===== config.mk =====
export PLATFORM = sky130hd
export DESIGN_NAME = uart_rx_frame_flat
export DESIGN_NICKNAME = d
export VERILOG_FILES = /design/src/rtl/uart_pkg.sv /design/src/rtl/uart_rx_frame_if.sv /design/src/rtl/uart_rx_edge_bit_cnt.sv /design/src/rtl/uart_rx_frame.sv /design/src/flat_wrapper.sv
export SDC_FILE = /design/constraint.sdc
export NUM_CORES = 1
export LEC_CHECK = 0
export BUFFER_PORTS_ARGS = -buffer_cell sky130_fd_sc_hd__buf_2
export CORE_ASPECT_RATIO = 0.6
export CORE_UTILIZATION = 43
export DETAILED_ROUTE_END_ITERATION = 8
export HOLD_SLACK_MARGIN = 0.05
export MAX_ROUTING_LAYER = met4
export PLACE_DENSITY_LB_ADDON = 0.15
export SETUP_SLACK_MARGIN = 0.02
export SLEW_MARGIN = 20
export SYNTH_ARGS = -nofsm -noshare
export SYNTH_HDL_FRONTEND = slang
export SYNTH_SLANG_ARGS = --single-unit

===== constraint.sdc =====
create_clock -name i_CLK -period 5.65 [get_ports i_CLK]
set_input_delay 0 -clock i_CLK [delete_from_list [all_inputs] [get_ports i_CLK]]
set_output_delay 0 -clock i_CLK [all_outputs]
set_load 0.03 [all_outputs]

===== src/rtl/uart_pkg.sv =====
// rtl/uart_pkg.sv - shared constants for the UART frame receiver
// Gray-coded FSM states, legal prescale ratios and parity-type encodings.
package uart_pkg;

  localparam logic [2:0] ST_IDLE   = 3'b000;
  localparam logic [2:0] ST_START  = 3'b001;
  localparam logic [2:0] ST_DATA   = 3'b011;
  localparam logic [2:0] ST_PARITY = 3'b010;
  localparam logic [2:0] ST_STOP   = 3'b110;

  localparam int unsigned PRESCALE_8  = 8;
  localparam int unsigned PRESCALE_16 = 16;
  localparam int unsigned PRESCALE_32 = 32;

  localparam logic PAR_EVEN = 1'b0;
  localparam logic PAR_ODD  = 1'b1;

  // Parity bit the transmitter must send, given the XOR of the payload.
  function automatic logic parity_expect(input logic data_xor, input logic par_typ);
    return (par_typ == PAR_ODD) ? ~data_xor : data_xor;
  endfunction

endpackage


===== src/rtl/uart_rx_frame_if.sv =====
// rtl/uart_rx_frame_if.sv - serial line, frame configuration and received-byte outputs
// master = line driver / byte consumer, slave = receiver.
interface uart_rx_frame_if #(
  parameter int DATA_WIDTH     = 8,
  parameter int PRESCALE_WIDTH = 6
);
  logic                      RX_IN;
  logic [PRESCALE_WIDTH-1:0] Prescale;
  logic                      PAR_EN;
  logic                      PAR_TYP;
  logic [DATA_WIDTH-1:0]     P_DATA;
  logic                      Data_Valid;
  logic                      Par_Err;
  logic                      Stp_Err;

  modport master (
    output RX_IN, Prescale, PAR_EN, PAR_TYP,
    input  P_DATA, Data_Valid, Par_Err, Stp_Err
  );

  modport slave (
    input  RX_IN, Prescale, PAR_EN, PAR_TYP,
    output P_DATA, Data_Valid, Par_Err, Stp_Err
  );
endinterface


===== src/rtl/uart_rx_edge_bit_cnt.sv =====
// rtl/uart_rx_edge_bit_cnt.sv - oversample edge counter, data bit counter and prescale capture
// UART_RX_MAJORITY_EN adds the early side-sample strobe at edge_cnt P/2-1.
module uart_rx_edge_bit_cnt
  import uart_pkg::*;
#(
  parameter int DATA_WIDTH     = 8,
  parameter int PRESCALE_WIDTH = 6
) (
  input  logic                      clk_i,
  input  logic                      rst_n_i,
  input  logic                      start_i,
  input  logic                      active_i,
  input  logic                      data_state_i,
  input  logic [PRESCALE_WIDTH-1:0] prescale_i,
  output logic                      sample_strobe_o,
  output logic                      mid_strobe_o,
`ifdef UART_RX_MAJORITY_EN
  output logic                      lo_strobe_o,
`endif
  output logic                      bit_done_o,
  output logic                      last_data_bit_o
);

  localparam int BIT_W = (DATA_WIDTH > 1) ? $clog2(DATA_WIDTH) : 1;
  localparam logic [PRESCALE_WIDTH-1:0] P8  = PRESCALE_WIDTH'(PRESCALE_8);
  localparam logic [PRESCALE_WIDTH-1:0] P16 = PRESCALE_WIDTH'(PRESCALE_16);
  localparam logic [PRESCALE_WIDTH-1:0] P32 = PRESCALE_WIDTH'(PRESCALE_32);

  logic [PRESCALE_WIDTH-1:0] p_q, p_fold, edge_cnt_q, half;
  logic [BIT_W-1:0]          bit_cnt_q;

  // Anything other than a legal ratio falls back to the slowest-to-break setting, 8.
  always_comb begin
    p_fold = P8;
    if (prescale_i == P16) p_fold = P16;
    if (prescale_i == P32) p_fold = P32;
  end

  assign half = p_q >> 1;

  always_ff @(posedge clk_i or negedge rst_n_i) begin
    if (!rst_n_i) begin
      p_q        <= P8;
      edge_cnt_q <= '0;
      bit_cnt_q  <= '0;
    end else begin
      if (start_i) p_q <= p_fold;

      if (!active_i || bit_done_o) edge_cnt_q <= '0;
      else                         edge_cnt_q <= edge_cnt_q + PRESCALE_WIDTH'(1);

      if (!data_state_i)   bit_cnt_q <= '0;
      else if (bit_done_o) bit_cnt_q <= bit_cnt_q + BIT_W'(1);
    end
  end

  assign sample_strobe_o = active_i && (edge_cnt_q == half + PRESCALE_WIDTH'(1));
  assign mid_strobe_o    = active_i && (edge_cnt_q == half);
`ifdef UART_RX_MAJORITY_EN
  assign lo_strobe_o     = active_i && (edge_cnt_q == half - PRESCALE_WIDTH'(1));
`endif
  assign bit_done_o      = active_i && (edge_cnt_q == p_q - PRESCALE_WIDTH'(1));
  assign last_data_bit_o = (bit_cnt_q == BIT_W'(DATA_WIDTH - 1));

endmodule


===== src/rtl/uart_rx_frame.sv =====
// rtl/uart_rx_frame.sv - UART frame receiver: synchronizer, FSM, sampler, deserializer, checkers
// UART_RX_MAJORITY_EN selects 3-sample majority bit decisions; default is a single mid-bit sample.
module uart_rx_frame
  import uart_pkg::*;
#(
  parameter int DATA_WIDTH     = 8,
  parameter int PRESCALE_WIDTH = 6
) (
  input  logic            i_CLK,
  input  logic            i_RST,
  uart_rx_frame_if.slave  rx_if
);

  logic sync1_q, sync2_q, rx_prev_q, rx_s, fall;
  logic [2:0] state_q, state_d;
  logic sample_strobe, mid_strobe, bit_done, last_data_bit, bit_val;
  logic samp_mid_q;
`ifdef UART_RX_MAJORITY_EN
  logic samp_lo_q, lo_strobe;
`endif
  logic par_en_q, par_typ_q, par_bad_q;
  logic [DATA_WIDTH-1:0] shift_q, p_data_q;
  logic shift_en, par_latch, cfg_capture;
  logic data_valid_q, data_valid_d, par_err_q, par_err_d, stp_err_q, stp_err_d;

  always_ff @(posedge i_CLK or negedge i_RST) begin
    if (!i_RST) begin
      sync1_q   <= 1'b1;
      sync2_q   <= 1'b1;
      rx_prev_q <= 1'b1;
    end else begin
      sync1_q   <= rx_if.RX_IN;
      sync2_q   <= sync1_q;
      rx_prev_q <= sync2_q;
    end
  end

  assign rx_s = sync2_q;
  assign fall = rx_prev_q & ~rx_s;

  uart_rx_edge_bit_cnt #(
    .DATA_WIDTH     (DATA_WIDTH),
    .PRESCALE_WIDTH (PRESCALE_WIDTH)
  ) u_cnt (
    .clk_i           (i_CLK),
    .rst_n_i         (i_RST),
    .start_i         (cfg_capture),
    .active_i        (state_q != ST_IDLE),
    .data_state_i    (state_q == ST_DATA),
    .prescale_i      (rx_if.Prescale),
    .sample_strobe_o (sample_strobe),
    .mid_strobe_o    (mid_strobe),
`ifdef UART_RX_MAJORITY_EN
    .lo_strobe_o     (lo_strobe),
`endif
    .bit_done_o      (bit_done),
    .last_data_bit_o (last_data_bit)
  );

  // Side samples are held in flops; the P/2+1 sample is the live line at the decision point.
  always_ff @(posedge i_CLK or negedge i_RST) begin
    if (!i_RST) begin
      samp_mid_q <= 1'b1;
`ifdef UART_RX_MAJORITY_EN
      samp_lo_q  <= 1'b1;
`endif
    end else begin
      if (mid_strobe) samp_mid_q <= rx_s;
`ifdef UART_RX_MAJORITY_EN
      if (lo_strobe)  samp_lo_q  <= rx_s;
`endif
    end
  end

`ifdef UART_RX_MAJORITY_EN
  assign bit_val = (samp_lo_q & samp_mid_q) | (samp_lo_q & rx_s) | (samp_mid_q & rx_s);
`else
  assign bit_val = samp_mid_q;
`endif

  always_ff @(posedge i_CLK or negedge i_RST) begin
    if (!i_RST) state_q <= ST_IDLE;
    else        state_q <= state_d;
  end

  always_comb begin
    state_d = state_q;
    case (state_q)
      ST_IDLE:   if (fall) state_d = ST_START;
      ST_START: begin
        if (sample_strobe && bit_val) state_d = ST_IDLE;
        else if (bit_done)            state_d = ST_DATA;
      end
      ST_DATA:   if (bit_done && last_data_bit) state_d = par_en_q ? ST_PARITY : ST_STOP;
      ST_PARITY: if (bit_done) state_d = ST_STOP;
      // Leave half a bit early so a back-to-back start edge is never missed.
      ST_STOP:   if (sample_strobe) state_d = ST_IDLE;
      default:   state_d = ST_IDLE;
    endcase
  end

  always_comb begin
    shift_en     = 1'b0;
    par_latch    = 1'b0;
    cfg_capture  = 1'b0;
    data_valid_d = 1'b0;
    par_err_d    = 1'b0;
    stp_err_d    = 1'b0;
    case (state_q)
      ST_IDLE:   cfg_capture = fall;
      ST_DATA:   shift_en    = sample_strobe;
      ST_PARITY: par_latch   = sample_strobe;
      ST_STOP: begin
        if (sample_strobe) begin
          data_valid_d = bit_val & ~par_bad_q;
          stp_err_d    = ~bit_val;
          par_err_d    = par_bad_q;
        end
      end
      default: ;
    endcase
  end

  always_ff @(posedge i_CLK or negedge i_RST) begin
    if (!i_RST) begin
      par_en_q     <= 1'b0;
      par_typ_q    <= 1'b0;
      par_bad_q    <= 1'b0;
      shift_q      <= '0;
      p_data_q     <= '0;
      data_valid_q <= 1'b0;
      par_err_q    <= 1'b0;
      stp_err_q    <= 1'b0;
    end else begin
      if (cfg_capture) begin
        par_en_q  <= rx_if.PAR_EN;
        par_typ_q <= rx_if.PAR_TYP;
        par_bad_q <= 1'b0;
      end
      if (shift_en)  shift_q   <= {bit_val, shift_q[DATA_WIDTH-1:1]};
      if (par_latch) par_bad_q <= bit_val ^ parity_expect(^shift_q, par_typ_q);
      if (data_valid_d) p_data_q <= shift_q;
      data_valid_q <= data_valid_d;
      par_err_q    <= par_err_d;
      stp_err_q    <= stp_err_d;
    end
  end

  assign rx_if.P_DATA     = p_data_q;
  assign rx_if.Data_Valid = data_valid_q;
  assign rx_if.Par_Err    = par_err_q;
  assign rx_if.Stp_Err    = stp_err_q;

endmodule


===== src/flat_wrapper.sv =====
// flat-port wrapper written by rule: the top's interface ports become plain ports
module uart_rx_frame_flat import uart_pkg::*;
#(
  parameter int DATA_WIDTH     = 8,
  parameter int PRESCALE_WIDTH = 6
)
  (i_CLK, i_RST, rx_if_RX_IN, rx_if_Prescale, rx_if_PAR_EN, rx_if_PAR_TYP, rx_if_P_DATA, rx_if_Data_Valid, rx_if_Par_Err, rx_if_Stp_Err);
  uart_rx_frame_if #(.DATA_WIDTH(DATA_WIDTH), .PRESCALE_WIDTH(PRESCALE_WIDTH)) rx_if_i ();
  input  logic i_CLK;
  input  logic i_RST;
  input wire logic [$bits(rx_if_i.RX_IN)-1:0] rx_if_RX_IN;
  input wire logic [$bits(rx_if_i.Prescale)-1:0] rx_if_Prescale;
  input wire logic [$bits(rx_if_i.PAR_EN)-1:0] rx_if_PAR_EN;
  input wire logic [$bits(rx_if_i.PAR_TYP)-1:0] rx_if_PAR_TYP;
  output wire logic [$bits(rx_if_i.P_DATA)-1:0] rx_if_P_DATA;
  output wire logic [$bits(rx_if_i.Data_Valid)-1:0] rx_if_Data_Valid;
  output wire logic [$bits(rx_if_i.Par_Err)-1:0] rx_if_Par_Err;
  output wire logic [$bits(rx_if_i.Stp_Err)-1:0] rx_if_Stp_Err;
  assign rx_if_i.RX_IN = rx_if_RX_IN;
  assign rx_if_i.Prescale = rx_if_Prescale;
  assign rx_if_i.PAR_EN = rx_if_PAR_EN;
  assign rx_if_i.PAR_TYP = rx_if_PAR_TYP;
  assign rx_if_P_DATA = rx_if_i.P_DATA;
  assign rx_if_Data_Valid = rx_if_i.Data_Valid;
  assign rx_if_Par_Err = rx_if_i.Par_Err;
  assign rx_if_Stp_Err = rx_if_i.Stp_Err;
  uart_rx_frame #(.DATA_WIDTH(DATA_WIDTH), .PRESCALE_WIDTH(PRESCALE_WIDTH)) u_core (.i_CLK(i_CLK), .i_RST(i_RST), .rx_if(rx_if_i));
endmodule

### After elaboration in Yosys (flattened, before gate mapping)

Cells that the tools add are included.
Widths: inputs -> output; s select.

* input bits: 11
* output and inout port bits: 11
* register bits after elaboration: 44
* logic and storage cells: 80

* bitwise operators: 7
* reductions and logical operators: 12
* $add $sub $neg: 4
* eq/ne operators: 16
* multiplexer cells: 25

Operators by type and width (number)
* $mux 3: 9
* $pmux 3 s5: 1
* $eq 6x6->1: 2
* $mux 1: 12
* $mux 6: 2
* $ne 2x1->1 const B: 5
* $reduce_xor 8->1: 1
* $add 5x1->6 const B: 1
* $add 6x1->6 const B: 1
* $eq 3x2->1 const B: 2
* $eq 3x3->1 const B: 2
* $eq 6x5->1: 1
* $eq 6x5->1 const B: 1
* $eq 6x6->1 const B: 1
* $sub 6x1->6 const B: 1
* $logic_and 1x1->1: 5
* $mux 5: 1
* $reduce_and 5->1: 1
* $not 1->1: 4
* $add 3x1->3 const B: 1
* $eq 3x1->1 const B: 1
* $logic_not 3->1: 1
* $ne 3x1->1 const B: 1
* $reduce_bool 3->1: 1
* other kinds (5): 6

### Longest topological paths before layout

* word-level depth: 6
* mapped depth: 7
* depth with buffers taken out: 6

### Hierarchy

Synthesis repeated with hierarchy kept, for this count alone.

* cells, all modules: 165
* area, all modules: 1984.4 µm²

Modules (own cells, without submodules)
* uart_rx_frame: area each 1252.5 µm², cells each 94, seq. area each 730.7 µm², times used 1
* uart_rx_edge_bit_cnt: area each 732.0 µm², cells each 71, seq. area each 301.5 µm², times used 1

### Least setup slack after synthesis

OpenSTA, ideal clock, no wires.

* path type: reg2reg
* start point: register u_core.u_cnt.p_q[3]
* end point: register u_core.state_q[1]
* data required time: 5.583 ns
* period minus slack after synthesis: 1.950 ns
* cell stages (with the launch flop): 7
* library setup time: 0.067 ns
* data arrival time: 1.883 ns
* path buffers: 0
* path slack: 3.700 ns
* cells stage by stage: dfstp_2 > inv_1 > ha_1 > xor3_1 > nor4_4 > o2111a_1 > o221a_1

* longest elaborated chain between the ends: 6
* elaborated cells between the ends (all ways): 15
* classes of those cells: add/sub (2); eq/ne (6); mux (2); reduce/logical (5)

Ends and longest elaborated chain
* start: declaration: line uart_rx_edge_bit_cnt.sv:29 `logic [PRESCALE_WIDTH-1:0] p_q, p_fold, edge_cnt_q, half;`
* start signal: assignment: line uart_rx_edge_bit_cnt.sv:47 `if (start_i) p_q <= p_fold;`
* $sub 6x1->6 / $add 5x1->6 (equally long branches): line uart_rx_edge_bit_cnt.sv:62, uart_rx_edge_bit_cnt.sv:57
* $eq 6x6->1, on equally long branches: line uart_rx_edge_bit_cnt.sv:62, uart_rx_edge_bit_cnt.sv:57
* $logic_and 1x1->1, on equally long branches: line uart_rx_edge_bit_cnt.sv:62, uart_rx_edge_bit_cnt.sv:57
* $logic_and 1x1->1, on equally long branches: line uart_rx_frame.sv:94, uart_rx_frame.sv:91
* $ne 2x1->1 (no source line), or another cell as far along
* $reduce_and 5->1 (no source line) / $pmux 3 s5 (equally long branches)
* end signal: assignment: line uart_rx_frame.sv:83 `else state_q <= state_d;`
* end: declaration: line uart_rx_frame.sv:15 `logic [2:0] state_q, state_d;`

Parallel ways exist; a longest one is shown, timed or not.
A chain may end at the register's enable or synchronous reset.

### Worst setup path after layout

* start point: register u_core.u_cnt.edge_cnt_q[1]
* end point: register u_core.p_data_q[1] (netlist: u_core.rx_if.P_DATA[1])

* longest elaborated chain between the ends: 4

Ends and longest elaborated chain
* start: declaration: line uart_rx_edge_bit_cnt.sv:29
* start signal: assignment: line uart_rx_edge_bit_cnt.sv:50 `else edge_cnt_q <= edge_cnt_q + PRESCALE_WIDTH'(1);`
* $eq 6x6->1: line uart_rx_edge_bit_cnt.sv:57 `assign sample_strobe_o = active_i && (edge_cnt_q == half + PRESCALE_WIDTH'(1));`
* $logic_and 1x1->1: line uart_rx_edge_bit_cnt.sv:57
* $mux 1: line uart_rx_frame.sv:114 `if (sample_strobe) begin`
* $mux 1: line uart_rx_frame.sv:109 `case (state_q)`
* end signal: assignment: line uart_rx_frame.sv:142 `if (data_valid_d) p_data_q <= shift_q;`
* end: declaration: line uart_rx_frame.sv:22 `logic [DATA_WIDTH-1:0] shift_q, p_data_q;`

Every way passes these cells.

==> out/summary.txt <==
clock-pin slew on the worst setup and hold paths: 90 ps
number of global-route vias before repair: 1200
Global Route Usage Sum: 18.0%
gpl congestion: 0.864
CTS tree: done
layout cells sized above 1: 30.7%
Final Util: 55.4%
run status: finished, final reports clean
Total Nets Final: 205
worst endpoint data arrival time: 2460 ps
Worst Hold Path Cells: 4
global-route wire length before repair: 6050 um
ranking of synthesized cells by area: dfrtp_1 (45%), dfstp_2 (6.6%), mux2_4 (6.1%), xnor2_1 (5.3%), mux2_2 (5.1%)
DIE WIDTH: 89.6 um
crit path capture type: flop
GRT overflow: 0
Num CTS Buffers: 5
post-CTS sizing: 0
Post-CTS Setup Inserts: 0
IO Count: 22
clk root buf: clkbuf_8
Mapped Area: 1980 sq um
antenna-violating nets left: 0
Worst Min Path Start: rx_if_Prescale[2]
Critical Setup Path Class: flop to flop
RSZ-0062 raised after global routing: no
Synth cell types: 40
Port Buffers: 21
Worst Path Max Fanout: 9
Detailed Route Iter0 Violations: 69
Residual DRC: 0
TritonCTS Sinks: 41
Rows: 18
Worst R2R End: u_core.rx_if.P_DATA[1]$_DFFE_PN0P_
largest net degree at the start of global routing: 42
cts-stage hold buffer count: 8
post-layout min period: 2270 ps
initial antenna violation count: 0
total power: 941 uW
final worst slack: 3380 ps
Avg Inst Size Synth: 12.8 sq um
r2r setup slk: 3380 ps
placed insts: 233
area grow syn2layout: 19.1%
hold endpoint: u_core.u_cnt.p_q[3]$_DFFE_PN1P_
hpwl dp: 2610 um
final clock skew: 9.99 ps
hold_ws: 122 ps
Layout Cells excl Fill: 249
R2R Path Start: u_core.u_cnt.edge_cnt_q[1]$_DFF_PN0_
latest clock arrival within the worst-skew pair: 290 ps
TritonRoute pass-1 iters: 4
placed inst area: 2140 sq um
Post-Syn Instances: 155
Initial Utilization: 46.5%
drt wl/cell: 14.5 um
Vias/cell: 4.96
flops & latches, synth: 41
critical path startpoint category: flop
dpl ws: 3400 ps
Seq/Total Area, Yosys: 52.1%
Final Max Slew Viols: 0
pwr dens: 399 nW/um^2
hold crit path type: input pin to flop
fmax: 441 MHz
vias: 1236
Slew headroom: 38.9%
Finished Cell Area: 2360 sq um
core box area: 4260 sq um
P_leak: 1.14 nW
Critical Path RT: 5840 ps
Slew @ Worst Pin: 916 ps
largest area contributor in the netlist: dfrtp_1
worst vdd ir: 0.148 mV
Ys Warns: 0
synthesized net count: 172
H-tree levels: 2
DRT Wirelength: 3600 um
Die Y: 54.6 um
CTS max path bufs: 2
worst r2r path cells: 6
Synth top area share: 45.5%
Die ar.: 4890 sq um
maxcap violations: 0
Antenna diodes: 0
setup violators final: 0
TNS Setup: 0 ps
crit share post-route: 40.1%
final hold vios: 0
## cell families (layout without fill, tap and decap cells)
kind of cell               count (synthesis)  in the layout  synth area share (%)
xor gates and xnor gates                  20             20                  11.4
buffers and inverters                     15             49                  3.28
DFF                                       41             41                  52.1
adders and majority gates                  6              6                  3.79
muxes                                     22             22                  13.8
AOI/OAI and AO/OA                         11             11                  3.85
and+or+nand+nor                           40             40                  11.7
## synth_stat cells
cell type and number:
or4_1 2, a31oi_1 1, or2_1 1, or3_1 1, o221a_1 1, nand2_1 6
nand4_2 1, nor2_1 11, buf_6 1, xnor2_2 3, and4_1 1, nand3b_1 1
o2111a_1 1, mux2_1 2, mux2i_1 3, xnor2_1 12, mux2_4 8, nor4_4 1
o41ai_1 2, nor2_2 1, nand4_1 1, buf_2 1, clkbuf_1 1, nand3_1 4
ha_1 6, o21ai_0 4, nor2b_1 2, xnor3_1 1, dfstp_2 5, xor3_1 1
and4b_1 1, nor4b_1 1, mux2_2 9, nor3_1 4, inv_2 1, xor2_1 3
nand2b_1 1, inv_1 11, dfrtp_1 36, a21oi_1 2
## final cells by class
class / count / area (sq um)
fillers: 347 / 1900
flip-flops and latches: 41 / 1030
multi-input cells: 99 / 883
repair buffers: 29 / 185
well taps: 60 / 75.1
clock buffers: 5 / 68.8
clock inverters: 3 / 68.8
inverters: 12 / 45.0
## worst max-delay path: stages, from the launching register on
cell and delay (ps):
dfrtp_1 400, inv_1 80, ha_1 150, nor2b_1 190, nand4_2 210, or4_1 740
mux2_4 400
## per-layer routing
layer  GRT usage [%]  wire (um)  vias up
met1            24.8       1930      606
li1                -          -      598
met5               -          0        -
met3            4.98        134        6
met2            25.9       1510       26
met4            5.56         25        0
## worst max-delay path by stage
stage | from | end | slack (ps) | cells past startpoint
after floorplan | u_core.u_cnt.p_q[3]$_DFFE_PN1P_ | u_core.state_q[1]$_DFFE_PN0P_ | 3700 | 6
after global routing | u_core.u_cnt.edge_cnt_q[1]$_DFF_PN0_ | u_core.rx_if.P_DATA[6]$_DFFE_PN0P_ | 3220 | 6
after detailed placement | u_core.u_cnt.edge_cnt_q[1]$_DFF_PN0_ | u_core.rx_if.P_DATA[6]$_DFFE_PN0P_ | 3400 | 6
after global placement | u_core.u_cnt.edge_cnt_q[1]$_DFF_PN0_ | u_core.rx_if.P_DATA[6]$_DFFE_PN0P_ | 3470 | 6
after CTS | u_core.u_cnt.edge_cnt_q[1]$_DFF_PN0_ | u_core.rx_if.P_DATA[1]$_DFFE_PN0P_ | 3370 | 6
final | u_core.u_cnt.edge_cnt_q[1]$_DFF_PN0_ | u_core.rx_if.P_DATA[1]$_DFFE_PN0P_ | 3380 | 6
## cells in the final DEF, fill, tap and decap left out, types with 3 or more instances in the layout
master	Yosys	layout
xor2_1	3	3
nor3_1	4	4
mux2_4	8	8
ha_1	6	6
nand2_1	6	6
xnor2_1	12	12
clkbuf_8	0	5
xnor2_2	3	3
nand3_1	4	4
nor2_1	11	11
dfrtp_1	36	36
o21ai_0	4	4
dfstp_2	5	5
mux2_2	9	9
inv_1	11	11
mux2i_1	3	3
dlygate4sd3_1	0	8
buf_2	1	21
## where the power goes
part           internal, mW  switching (mW)  leakage [nW]  total (mW)
Clock                 0.178           0.106        0.0687       0.284
Sequential            0.342          0.0637         0.541       0.406
Combinational         0.131           0.121         0.530       0.251
Total                 0.651           0.290          1.14       0.941
## state kept, by name, summed over array words and instances (netlist names)
name / count
u_core.u_cnt.bit_cnt_q: 3
u_core.sync1_q: 1
u_core.rx_if.Data_Valid: 1
u_core.u_cnt.edge_cnt_q: 6
u_core.rx_s: 1
u_core.rx_if.Par_Err: 1
u_core.par_en_q: 1
u_core.u_cnt.p_q: 3
u_core.state_q: 3
u_core.par_bad_q: 1
u_core.rx_if.P_DATA: 8
u_core.rx_if.Stp_Err: 1
u_core.rx_prev_q: 1
u_core.shift_q: 8
u_core.par_typ_q: 1
u_core.bit_val: 1
Power figures use the tool's default switching activity.
